### config.mk
export PLATFORM = sky130hd
export DESIGN_NAME = vending_ctrl_multi
export DESIGN_NICKNAME = d
export VERILOG_FILES = /design/src/rtl/vending_ctrl_multi.sv
export SDC_FILE = /design/constraint.sdc
export NUM_CORES = 1
export LEC_CHECK = 0
export CAP_MARGIN = 10
export CELL_PAD_IN_SITES_DETAIL_PLACEMENT = 1
export CELL_PAD_IN_SITES_GLOBAL_PLACEMENT = 1
export CORE_UTILIZATION = 43
export CTS_BUF_LIST = sky130_fd_sc_hd__clkbuf_4 sky130_fd_sc_hd__clkbuf_8
export DETAILED_ROUTE_END_ITERATION = 16
export PLACE_DENSITY = 0.82
export SYNTH_ARGS = -nofsm -noshare
export SYNTH_HDL_FRONTEND = slang
export SYNTH_SLANG_ARGS = --single-unit
### constraint.sdc
create_clock -name clk -period 4.88 [get_ports clk]
set_clock_uncertainty 0.05 [all_clocks]
set_input_delay 0.976 -clock clk [delete_from_list [all_inputs] [get_ports clk]]
set_output_delay 0.976 -clock clk [all_outputs]
set_load 0.005 [all_outputs]
### src/rtl/vending_ctrl_multi.sv
// Multi-product vending controller.
// Accepts three coin denominations, sells one of N_ITEMS products at
// per-item prices, and pays change one coin at a time over valid/ready,
// largest coin first. Cancel refunds the credit. AUTO_CHANGE selects
// between returning the remainder and keeping it for another purchase.
module vending_ctrl_multi #(
  parameter int                          N_ITEMS     = 4,
  parameter int                          CREDIT_W    = 8,
  parameter int                          COIN_V1     = 5,
  parameter int                          COIN_V2     = 10,
  parameter int                          COIN_V3     = 20,
  parameter logic [N_ITEMS*CREDIT_W-1:0] PRICES      = {8'd40, 8'd25, 8'd20, 8'd15},
  parameter int                          MAX_CREDIT  = 60,
  parameter int                          AUTO_CHANGE = 1
) (
  input  logic                       clk,
  input  logic                       rst,
  input  logic                       coin_valid,
  input  logic [1:0]                 coin_code,
  input  logic                       sel_valid,
  input  logic [$clog2(N_ITEMS)-1:0] sel_item,
  input  logic                       cancel,
  output logic                       dispense,
  output logic [$clog2(N_ITEMS)-1:0] dispense_item,
  output logic                       change_valid,
  output logic [1:0]                 change_coin,
  input  logic                       change_ready,
  output logic                       coin_reject,
  output logic                       sel_short,
  output logic [CREDIT_W-1:0]        credit,
  output logic                       busy
);

  localparam int SEL_W = $clog2(N_ITEMS);

  localparam logic [CREDIT_W-1:0] V1    = CREDIT_W'(COIN_V1);
  localparam logic [CREDIT_W-1:0] V2    = CREDIT_W'(COIN_V2);
  localparam logic [CREDIT_W-1:0] V3    = CREDIT_W'(COIN_V3);
  localparam logic [CREDIT_W-1:0] MAX_C = CREDIT_W'(MAX_CREDIT);

  typedef enum logic [1:0] {
    S_IDLE,
    S_COLLECT,
    S_DISPENSE,
    S_CHANGE
  } state_t;

  // Value of a coin code; code 0 is worth nothing.
  function automatic logic [CREDIT_W-1:0] coin_value(input logic [1:0] code);
    case (code)
      2'd1:    return V1;
      2'd2:    return V2;
      2'd3:    return V3;
      default: return '0;
    endcase
  endfunction

  state_t              state_q, state_d;
  logic [CREDIT_W-1:0] credit_q, credit_d;
  logic [SEL_W-1:0]    item_q, item_d;
  logic                reject_q, reject_d;
  logic                short_q, short_d;

  // Largest change coin that still fits in the remaining credit. Credit is
  // always a multiple of the smallest coin, so code 1 is the floor.
  logic [1:0] big_code;
  assign big_code = (credit_q >= V3) ? 2'd3 :
                    (credit_q >= V2) ? 2'd2 : 2'd1;

  // State and data registers, cleared immediately on reset.
  always_ff @(posedge clk or posedge rst) begin
    if (rst) begin
      state_q  <= S_IDLE;
      credit_q <= '0;
      item_q   <= '0;
      reject_q <= 1'b0;
      short_q  <= 1'b0;
    end else begin
      // NOTE: non-blocking assignments so every register samples pre-edge values.
      state_q  <= state_d;
      credit_q <= credit_d;
      item_q   <= item_d;
      reject_q <= reject_d;
      short_q  <= short_d;
    end
  end

  // Next-state and next-credit logic.
  always_comb begin
    logic [CREDIT_W-1:0] coin_val;
    logic [CREDIT_W:0]   sum;
    logic                coin_ok;
    logic [CREDIT_W-1:0] eff;
    logic [CREDIT_W-1:0] price;
    logic                sel_known;
    logic [CREDIT_W-1:0] change_val;

    // NOTE: every variable gets a default first so no path infers a latch.
    state_d   = state_q;
    credit_d  = credit_q;
    item_d    = item_q;
    reject_d  = 1'b0;
    short_d   = 1'b0;

    // Coin acceptance: the extra sum bit keeps the overflow check exact.
    coin_val  = coin_value(coin_code);
    sum       = {1'b0, credit_q} + {1'b0, coin_val};
    coin_ok   = coin_valid && (coin_code != 2'd0) && (sum <= {1'b0, MAX_C});
    eff       = coin_ok ? sum[CREDIT_W-1:0] : credit_q;

    // Price lookup; indices beyond N_ITEMS stay unknown and count as short.
    price     = '0;
    sel_known = 1'b0;
    for (int i = 0; i < N_ITEMS; i++) begin
      if (sel_item == SEL_W'(i)) begin
        price     = PRICES[i*CREDIT_W +: CREDIT_W];
        sel_known = 1'b1;
      end
    end

    change_val = coin_value(big_code);

    case (state_q)
      S_IDLE, S_COLLECT: begin
        reject_d = coin_valid && !coin_ok;
        if (cancel && (state_q == S_COLLECT)) begin
          // Refund everything, including a coin accepted this very cycle.
          state_d  = S_CHANGE;
          credit_d = eff;
        end else if (sel_valid && sel_known && (eff >= price)) begin
          state_d  = S_DISPENSE;
          credit_d = eff - price;
          item_d   = sel_item;
        end else begin
          short_d  = sel_valid;
          credit_d = eff;
          state_d  = (eff != '0) ? S_COLLECT : S_IDLE;
        end
      end
      S_DISPENSE: begin
        reject_d = coin_valid;
        if (credit_q == '0)
          state_d = S_IDLE;
        else if (AUTO_CHANGE != 0)
          state_d = S_CHANGE;
        else
          state_d = S_COLLECT;
      end
      S_CHANGE: begin
        reject_d = coin_valid;
        if (change_ready) begin
          credit_d = credit_q - change_val;
          if (credit_q == change_val)
            state_d = S_IDLE;
        end
      end
      default: state_d = S_IDLE;
    endcase
  end

  // Outputs decoded from the registered state and pulse flags.
  always_comb begin
    dispense      = (state_q == S_DISPENSE);
    dispense_item = dispense ? item_q : '0;
    change_valid  = (state_q == S_CHANGE);
    change_coin   = change_valid ? big_code : 2'd0;
    busy          = dispense || change_valid;
    coin_reject   = reject_q;
    sel_short     = short_q;
    credit        = credit_q;
  end

endmodule

==> results.sh, run 1 <==
export IMPL_status="finished, violations left"
export IMPL_violations="setup timing"
export IMPL_hp_class="flop to flop"
export IMPL_crit_path_start_kind="input pin"
export IMPL_final_antenna_net_count=0
export IMPL_cts_buffers_inserted=3
export IMPL_dr_pass1_iters=5
export IMPL_fmax_mhz=195
export IMPL_yosysTopAreaCellShare_pct=17.4
export IMPL_diodes=0
export IMPL_drtIter0Drc=255
export IMPL_r2r_slack_ns=0.04
export IMPL_power_leakage_nw=1.31
export IMPL_wire_per_inst_um=29.1
export IMPL_drc=0
export IMPL_drt_total_wl_um=11200
export IMPL_yosysUniqueCellTypes=64
export IMPL_final_setup_worst_slack_ns=-0.237
export IMPL_cts_tree="done"
export IMPL_grt_pass1_vias=2691
export IMPL_antenna_found_initial=0
export IMPL_ys_top_cells_by_count="22 x nand2_1, 21 x o21ai_0, 20 x ha_1, 18 x inv_1, 18 x nor2_1"
export IMPL_end_kind="flop"
export IMPL_dp_cells=369
export IMPL_areaGrowthSynthToFinish_pct=50.5
export IMPL_clk_path_buf_depth=2
export IMPL_cts_htree_levels=1
export IMPL_cts_root_buffer="clkbuf_8"
export IMPL_grt_max_degree=22
export IMPL_syn_area_mm2=0.00201
export IMPL_whs_ns=0.521
export IMPL_setup_violations=10
export IMPL_yosys_area_top_type="dfrtp_1"
export IMPL_slew_violations=0
export IMPL_synth_edf_count=0
export IMPL_netlist_top_cells_area="dfrtp_1 17%, ha_1 12%, o21ai_0 5.2%"
export IMPL_seq_area_um2=350
export IMPL_vias=2684
export IMPL_ys_seq_area_share_pct=17.4
export IMPL_nFillCells=515
export IMPL_cap_viol_max_count=0
export IMPL_tightest_slew_ns=0.826
export IMPL_die_h_um=70.3
export IMPL_cts_sinks=14
export IMPL_die_width_um=70.3
export IMPL_core_mm2=0.00441
export IMPL_peakVddDrop_v=0.000374
export IMPL_cts_clk_slew_worst_paths_ns=0.08
export IMPL_track_usage_pct=39.1
export IMPL_io_pins=27
export IMPL_powerDensity_mw_per_mm2=668
export IMPL_multi_input_area_mm2=0.00179
export IMPL_synth_seq_cells=14
export IMPL_synthArstFlopShare_pct=100
export IMPL_drive_gt1_share_pct=32.5
export IMPL_crit_type="input pin to flop"
export IMPL_hpwlAfterDp_um=5990
export IMPL_fin_crit_ns=5.12
export IMPL_nets=365
export IMPL_ys_warn_count=0
export IMPL_hold_viol=0
export IMPL_instances_no_fill=384
export IMPL_synthFlopType="dfrtp_1"
export IMPL_port_buffer_count=26
export IMPL_via_per_inst=6.99
export IMPL_syn_area_per_cell_um2=7.91
export IMPL_slew_headroom_pct=45.0
export IMPL_synthCells=254
export IMPL_finalWeightedCongestion=0.885
export IMPL_start_util_pct=45.5
export IMPL_grt_pass1_wl_um=14600
export IMPL_clk_latency_ns=0.28
export IMPL_required_ns=5.03
export IMPL_die_area_mm2=0.00495
export IMPL_finalCritPeriodShare_pct=105
export IMPL_arrival_ns=5.27
export IMPL_grt_ovfl_total=0
export IMPL_synth_nets=286
export IMPL_path_max_fanout=5
export IMPL_rsz0062_at_grt="true"
export IMPL_yosysMostFrequentCell="nand2_1"
export IMPL_row_count=24
[state kept, by name (all words and copies together) (netlist names)]
| signal | cells |
|---|---|
| item_q | 2 |
| credit | 8 |
| coin_reject | 1 |
| state_q | 2 |
| sel_short | 1 |
[cells by family after synthesis]
logic type	count (synthesis)	synth area share, %
simple gates	95	25.7
compound gates	85	32.0
buf+inv	27	5.54
fa+ha+maj	22	14.5
flops	14	17.4
xor+xnor	11	4.80
[final timing paths]
| path | start | cells past startpoint | to |
|---|---|---|---|
| worst max-delay path | coin_code[1] | 20 | credit[1]$_DFFE_PP0P_ |
| worst min-delay path | item_q[0]$_DFFE_PP0P_ | 2 | item_q[0]$_DFFE_PP0P_ |
| worst max register to register | credit[2]$_DFFE_PP0P_ | 18 | credit[1]$_DFFE_PP0P_ |
| worst min register to register | item_q[0]$_DFFE_PP0P_ | 2 | item_q[0]$_DFFE_PP0P_ |
| max in group asynchronous | rst | 2 | credit[3]$_DFFE_PP0P_ |
| min in group asynchronous | rst | 2 | state_q[1]$_DFFE_PP0P_ |
[critical path, stage by stage]
cell and delay [ns]:
buf_6 0.09, and2b_1 0.22, ha_4 0.18, o21ai_0 0.10
buf_4 0.16, a2bb2oi_4 0.26, xnor2_2 0.15, nor4b_4 0.39
a211oi_4 0.16, buf_4 0.20, nand2_1 0.09, o21ai_1 0.16
fa_2 0.47, a21o_1 0.20, a2111oi_4 0.46, nor2_4 0.10
o21ai_2 0.25, buf_4 0.19, a2bb2oi_1 0.20, o221a_1 0.25
[layout make-up]
type,count,share of cell area [%]
Tap cell,52,2.15
Multi-Input combinational cell,213,59.2
Clock buffer,4,1.82
Inverter,18,2.24
Sequential cell,14,11.6
Timing Repair Buffer,83,23.0
[layout by cell type, fill, tap and decap left out, types with 3 or more instances in the layout]
| cell type | Yosys | layout |
|---|---|---|
| a21oi_1 | 14 | 10 |
| a21oi_2 | 0 | 3 |
| and2_1 | 6 | 4 |
| buf_4 | 0 | 57 |
| clkbuf_8 | 0 | 4 |
| clkdlybuf4s50_1 | 0 | 24 |
| dfrtp_1 | 14 | 14 |
| ha_1 | 20 | 16 |
| ha_4 | 0 | 3 |
| inv_1 | 18 | 17 |
| nand2_1 | 22 | 20 |
| nand2b_1 | 5 | 5 |
| nand3_1 | 7 | 6 |
| nand4_1 | 3 | 3 |
| nor2_1 | 18 | 16 |
| nor2b_1 | 7 | 7 |
| nor3_1 | 7 | 4 |
| nor3_2 | 0 | 3 |
| o211ai_1 | 5 | 5 |
| o21a_1 | 3 | 3 |
| o21ai_0 | 21 | 16 |
| o21ai_1 | 4 | 7 |
| or3_1 | 3 | 3 |
| xnor2_1 | 8 | 5 |
| xnor2_2 | 0 | 3 |
[metrics by stage]
stage          setup WS, ns  TNS, ns  instance area (um^2)  power [mW]  util, %
6_report             -0.237    -1.00                  3020        2.02     68.5
5_1_grt              -0.428    -2.91                  3020        2.10     68.5
4_1_cts              0.0225        0                  2860        1.69     64.8
3_5_place_dp         -0.883    -9.93                  2640        1.46     59.8
3_3_place_gp         -0.600    -6.35                  2640        1.40     59.8
2_1_floorplan        0.0235        0                  2010       0.928        -
[per-layer routing]
| metal | vias to the layer above | global-route usage [%] | share of wire (%) | wire length [um] |
|---|---|---|---|---|
| met2 | 201 | 68.1 | 47 | 5240 |
| met4 | 0 | 18.0 | 8.6 | 959 |
| met5 | - | 0 | 0 | 0 |
| met1 | 1286 | 46.6 | 35 | 3960 |
| met3 | 97 | 6.06 | 9.2 | 1030 |
| li1 | 1100 | - | - | - |
[power breakdown]
group	leakage (nW)	internal (mW)	switching [mW]
clock	0.0288	0.0722	0.0610
sequential	0.166	0.153	0.0969
combinational	1.11	0.734	0.901
[what timing repair did]
action,CTS,global route
hold buffers,0,0
buffers inserted,4,7
setup endpoints to repair,13,13
gates resized for setup,32,29
gates cloned,0,0
pin swaps,10,21
(Power assumes the default switching activity.)
==> run 2, diff against run 1 <==
--- a/config.mk
+++ b/config.mk
@@ -6,11 +6,13 @@
 export NUM_CORES = 1
 export LEC_CHECK = 0
 export CAP_MARGIN = 10
-export CELL_PAD_IN_SITES_DETAIL_PLACEMENT = 1
+export CELL_PAD_IN_SITES_DETAIL_PLACEMENT = 0
 export CELL_PAD_IN_SITES_GLOBAL_PLACEMENT = 1
+export CORE_ASPECT_RATIO = 0.75
 export CORE_UTILIZATION = 43
 export CTS_BUF_LIST = sky130_fd_sc_hd__clkbuf_4 sky130_fd_sc_hd__clkbuf_8
 export DETAILED_ROUTE_END_ITERATION = 16
+export HOLD_SLACK_MARGIN = 0.1
 export PLACE_DENSITY = 0.82
 export SYNTH_ARGS = -nofsm -noshare
 export SYNTH_HDL_FRONTEND = slang
==> results.sh, run 2 (synthesis gave the netlist of run 1 again) <==
export IMPL_cts_tree="done"
export IMPL_track_usage_pct=29.3
export IMPL_tightest_slew_ns=0.617
export IMPL_hold_viol=0
export IMPL_max_stage_delay_ns=0.38
export IMPL_fin_crit_ns=4.72
export IMPL_status="complete, no violations"
export IMPL_rr_endpoint="credit[1]$_DFFE_PP0P_"
export IMPL_finalCritPeriodShare_pct=96.7
export IMPL_largest_reg_flops=8
export IMPL_drc=0
export IMPL_port_buffer_count=26
export IMPL_cts_buffers_inserted=3
export IMPL_antenna_found_initial=0
export IMPL_peakVddDrop_v=0.000369
export IMPL_grt_pass1_wl_um=10600
export IMPL_crit_path_cell_trace="clkbuf_2 > buf_4 > and2_1 > ha_4 > and4b_1 > a21boi_4 > a22oi_2 > a211oi_4 > nor2_1 > a21oi_1 > ha_2 > inv_1 > fa_2 > a21o_1 > a2111oi_4 > nor2_1 > buf_4 > o21ai_1 > buf_4 > a2bb2oi_2 > o221a_1"
export IMPL_clk_path_buf_depth=2
export IMPL_cts_sinks=14
export IMPL_crit_slowest_cell="fa_2"
export IMPL_cts_htree_levels=1
export IMPL_fmax_mhz=212
export IMPL_areaGrowthSynthToFinish_pct=43.5
export IMPL_crit_type="input pin to flop"
export IMPL_io_pins=27
export IMPL_cpMostUsedCell="buf_4"
export IMPL_row_count=21
export IMPL_whs_ns=0.433
export IMPL_start_util_pct=45.0
export IMPL_holdPathEnd="item_q[0]$_DFFE_PP0P_"
export IMPL_die_h_um=61.2
export IMPL_finalWeightedCongestion=1.01
export IMPL_slew_headroom_pct=58.9
export IMPL_r2r_start="credit[2]$_DFFE_PP0P_"
export IMPL_path_max_fanout=5
export IMPL_diodes=0
export IMPL_end_kind="flop"
export IMPL_hold_depth=2
export IMPL_hold_buffers=0
export IMPL_grt_pass1_vias=2088
export IMPL_core_mm2=0.00447
export IMPL_r2r_slack_ns=0.52
export IMPL_postPlaceCellArea_mm2=0.00266
export IMPL_layout_common_cells="52 x buf_4, 24 x clkdlybuf4s50_1, 22 x nand2_1"
export IMPL_clk_latency_ns=0.26
export IMPL_cts_clk_slew_worst_paths_ns=0.07
export IMPL_die_width_um=80.9
export IMPL_layout_commonest_cell="buf_4"
export IMPL_drive_gt1_share_pct=27.1
export IMPL_die_area_mm2=0.00495
export IMPL_via_per_inst=5.97
export IMPL_crit_path_start_kind="input pin"
export IMPL_hold_path_startpoint="item_q[0]$_DFFE_PP0P_"
export IMPL_power_leakage_nw=1.26
export IMPL_grt_max_degree=22
export IMPL_hp_class="flop to flop"
export IMPL_fin_util_pct=64.5
export IMPL_reg2reg_depth=20
export IMPL_cap_viol_max_count=0
export IMPL_arrival_ns=4.86
export IMPL_final_antenna_net_count=0
export IMPL_setup_violations=0
export IMPL_slew_violations=0
export IMPL_cts_root_buffer="clkbuf_8"
export IMPL_dr_pass1_iters=5
export IMPL_vias=2299
export IMPL_drtIter0Drc=208
export IMPL_grt_ovfl_total=0
export IMPL_hpwlAfterDp_um=5390
export IMPL_wire_per_inst_um=18.0
export IMPL_nets=361
export IMPL_powerDensity_mw_per_mm2=592
export IMPL_stdcell_area_mm2=0.00288
export IMPL_drt_total_wl_um=6950
export IMPL_required_ns=5.02
-- run 2: worst max path at each step --
stage          cells after the start          from                     to
3_3_place_gp                      20  coin_code[1]  credit[5]$_DFFE_PP0P_
6_report                          21  coin_code[0]  credit[1]$_DFFE_PP0P_
3_5_place_dp                      20  coin_code[1]  credit[5]$_DFFE_PP0P_
4_1_cts                           19  coin_code[0]  credit[5]$_DFFE_PP0P_
2_1_floorplan                     19  coin_code[1]  credit[5]$_DFFE_PP0P_
5_1_grt                           21  coin_code[0]  credit[1]$_DFFE_PP0P_
-- run 2: through the flow --
stage | setup slack (ns) | TNS (ns) | total power, mW | std cells
2_1_floorplan | 0.0235 | 0 | 0.928 | 254
3_3_place_gp | -0.612 | -6.35 | 1.42 | 376
3_5_place_dp | -0.702 | -7.83 | 1.43 | 376
4_1_cts | 0.0000169 | 0 | 1.63 | 381
5_1_grt | -0.00546 | -0.00904 | 1.83 | 385
6_report | 0.162 | 0 | 1.70 | 385
-- run 2: timing repair --
item,CTS,global route
endpoints found under the hold margin,0,0
gates resized for setup,17,18
buffers inserted,1,4
endpoints found under the setup margin,13,13
pin swaps,3,10
-- run 2: where the power goes --
group	switching, mW	internal, mW
sequential	0.0728	0.154
combinational	0.669	0.689
clock	0.0488	0.0716
total	0.790	0.914
-- run 2: worst max-delay path, delay by kind of cell --
| family | cells | cell delay, ns |
|---|---|---|
| AOI/OAI and AO/OA | 9 | 1.78 |
| adders and majority gates | 3 | 0.86 |
| buffers and inverters | 5 | 0.67 |
| and+or+nand+nor | 4 | 0.58 |
-- run 2: layout make-up --
cell class / count / area, um^2
Clock buffer: 4 / 55.1
Inverter: 18 / 67.6
Fill cell: 375 / 1590
Sequential cell: 14 / 350
Multi-Input combinational cell: 213 / 1690
Tap cell: 57 / 71.3
Timing Repair Buffer: 79 / 652
-- run 2: routing by layer --
metal	track usage (%)	vias up	share of wire [%]
met1	42.8	1087	48
met5	0	-	0
li1	-	1092	-
met2	46.0	110	42
met4	3.57	0	0.98
met3	5.78	10	8.3
==> run 3, diff against run 2 <==
--- a/config.mk
+++ b/config.mk
@@ -9,9 +9,11 @@
 export CELL_PAD_IN_SITES_DETAIL_PLACEMENT = 0
 export CELL_PAD_IN_SITES_GLOBAL_PLACEMENT = 1
 export CORE_ASPECT_RATIO = 0.75
+export CORE_MARGIN = 3
 export CORE_UTILIZATION = 43
 export CTS_BUF_LIST = sky130_fd_sc_hd__clkbuf_4 sky130_fd_sc_hd__clkbuf_8
 export DETAILED_ROUTE_END_ITERATION = 16
+export GPL_TIMING_DRIVEN = 0
 export HOLD_SLACK_MARGIN = 0.1
 export PLACE_DENSITY = 0.82
 export SYNTH_ARGS = -nofsm -noshare
==> results.sh, run 3 (synthesis gave the netlist of run 1 again) <==
export IMPL_drc=0
export IMPL_max_stage_delay_ns=0.43
export IMPL_hold_buffers=0
export IMPL_seq_area_um2=350
export IMPL_cts_buffers_inserted=3
export IMPL_clk_latency_ns=0.26
export IMPL_whs_ns=0.431
export IMPL_grt_ovfl_total=0
export IMPL_required_ns=4.97
export IMPL_setup_violations=5
export IMPL_grt_max_degree=15
export IMPL_drive_gt1_share_pct=23.1
export IMPL_hp_class="flop to flop"
export IMPL_final_setup_worst_slack_ns=-0.101
export IMPL_nets=336
export IMPL_diodes=0
export IMPL_drtIter0Drc=176
export IMPL_powerDensity_mw_per_mm2=570
export IMPL_start_util_pct=46.9
export IMPL_cpMostUsedCell="buf_4"
export IMPL_finalCritPeriodShare_pct=102
export IMPL_largest_reg_flops=8
export IMPL_cts_htree_levels=1
export IMPL_r2r_start="credit[1]$_DFFE_PP0P_"
export IMPL_cts_tree="done"
export IMPL_critPathBufInv=4
export IMPL_wire_per_inst_um=18.2
export IMPL_finalWeightedCongestion=0.899
export IMPL_status="finished, violations left"
export IMPL_path_max_fanout=7
export IMPL_via_per_inst=6.07
export IMPL_end_kind="flop"
export IMPL_vias=2174
export IMPL_crit_start="coin_code[1]"
export IMPL_cts_sinks=14
export IMPL_power_leakage_nw=1.14
export IMPL_rsz0062_at_grt="true"
export IMPL_grt_pass1_wl_um=10200
export IMPL_crit_family="compound AO/OA/AOI/OAI gates"
export IMPL_crit_path_start_kind="input pin"
export IMPL_io_pins=27
export IMPL_antenna_found_initial=0
export IMPL_layout_common_cells="24 x clkdlybuf4s50_1, 22 x nand2_1, 19 x buf_4"
export IMPL_die_h_um=65.2
export IMPL_track_usage_pct=23.5
export IMPL_port_buffer_count=26
export IMPL_crit_path_cell_trace="buf_12 > nor2b_4 > buf_6 > xnor2_2 > ha_2 > a21oi_4 > a21oi_2 > o211ai_1 > a22oi_2 > a211oi_4 > buf_4 > buf_4 > o21ai_2 > fa_2 > a21o_1 > a2111oi_4 > nor2_2 > or2_4 > and2_4 > a222oi_1"
export IMPL_fin_crit_ns=4.98
export IMPL_grt_pass1_vias=1947
export IMPL_cap_viol_max_count=0
export IMPL_die_width_um=84.9
export IMPL_power_mw=1.56
export IMPL_dr_pass1_iters=4
export IMPL_areaGrowthSynthToFinish_pct=35.8
export IMPL_multi_input_area_mm2=0.00172
export IMPL_cts_clk_slew_worst_paths_ns=0.07
export IMPL_core_mm2=0.00428
export IMPL_crit_slowest_cell="fa_2"
export IMPL_arrival_ns=5.07
export IMPL_crit_type="input pin to flop"
export IMPL_nFillCells=378
export IMPL_final_antenna_net_count=0
export IMPL_tightest_slew_ns=0.603
export IMPL_hold_viol=0
export IMPL_clk_path_buf_depth=2
export IMPL_violations="setup timing"
export IMPL_slew_headroom_pct=59.7
export IMPL_layout_commonest_cell="clkdlybuf4s50_1"
export IMPL_cts_root_buffer="clkbuf_8"
export IMPL_peakVddDrop_v=0.000308
export IMPL_fmax_mhz=201
export IMPL_hold_path_startpoint="item_q[0]$_DFFE_PP0P_"
export IMPL_drt_total_wl_um=6510
export IMPL_hpwlAfterDp_um=4810
export IMPL_row_count=20
export IMPL_die_area_mm2=0.00553
export IMPL_slew_violations=0
==> run 3: metal layers <==
metal | routed length, um | vias to the layer above | part of all wire (%) | global-route usage (%)
met3 | 532 | 9 | 8.2 | 3.88
met1 | 3310 | 1010 | 51 | 36.8
met5 | 0 | - | 0 | 0
met4 | 74 | 0 | 1.1 | 3.95
met2 | 2600 | 114 | 40 | 33.9
li1 | - | 1041 | - | -
==> run 3: area by class of cell <==
class / count / area share (%)
Inverter: 18 / 2.48
Multi-Input combinational cell: 213 / 63.2
Timing Repair Buffer: 45 / 15.3
Tap cell: 55 / 2.52
Clock buffer: 4 / 2.02
Buffer: 9 / 1.61
Sequential cell: 14 / 12.8
==> run 3: worst reg2reg max path, stage by stage (launching register included) <==
cell and delay [ns]:
dfrtp_1 0.39, buf_2 0.25, inv_1 0.17, xnor2_2 0.17, ha_2 0.21, a21oi_4 0.15
a21oi_2 0.08, o211ai_1 0.28, a22oi_2 0.16, a211oi_4 0.38, buf_4 0.18, buf_4 0.12
o21ai_2 0.09, fa_2 0.43, a21o_1 0.23, a2111oi_4 0.43, nor2_2 0.10, or2_4 0.27
and2_4 0.15, a222oi_1 0.34
==> run 3: final timing paths <==
| path | endpoint | slack, ns | cells after the start |
|---|---|---|---|
| max reg2reg | credit[5]$_DFFE_PP0P_ | 0.14 | 19 |
| max in group asynchronous | credit[2]$_DFFE_PP0P_ | 3.35 | 2 |
| min reg2reg | item_q[0]$_DFFE_PP0P_ | 0.43 | 2 |
| min | item_q[0]$_DFFE_PP0P_ | 0.43 | 2 |
| max | credit[5]$_DFFE_PP0P_ | -0.10 | 20 |
| min in group asynchronous | credit[6]$_DFFE_PP0P_ | 1.03 | 2 |
==> run 3: per-stage QoR <==
stage	worst slack (ns)	util, %	cell area (um^2)	std cells	TNS (ns)
after global placement	-1.34	54.7	2340	335	-14.98
after floorplan	0.0235	-	2010	254	0
after CTS	0.000827	58.6	2510	345	0
after detailed placement	-1.40	54.7	2340	335	-15.54
after global routing	-0.169	63.7	2730	358	-1.16
final	-0.101	63.7	2730	358	-0.346
==> run 3: power by group <==
| group | switching (mW) | internal (mW) |
|---|---|---|
| logic | 0.660 | 0.564 |
| registers | 0.0559 | 0.154 |
| clock network | 0.0504 | 0.0717 |
==> run 3: what timing repair did <==
action | CTS | global route
cloned | 0 | 0
buffers inserted | 6 | 13
pin swaps | 9 | 16
gates resized for setup | 29 | 30
setup endpoints to repair | 13 | 12
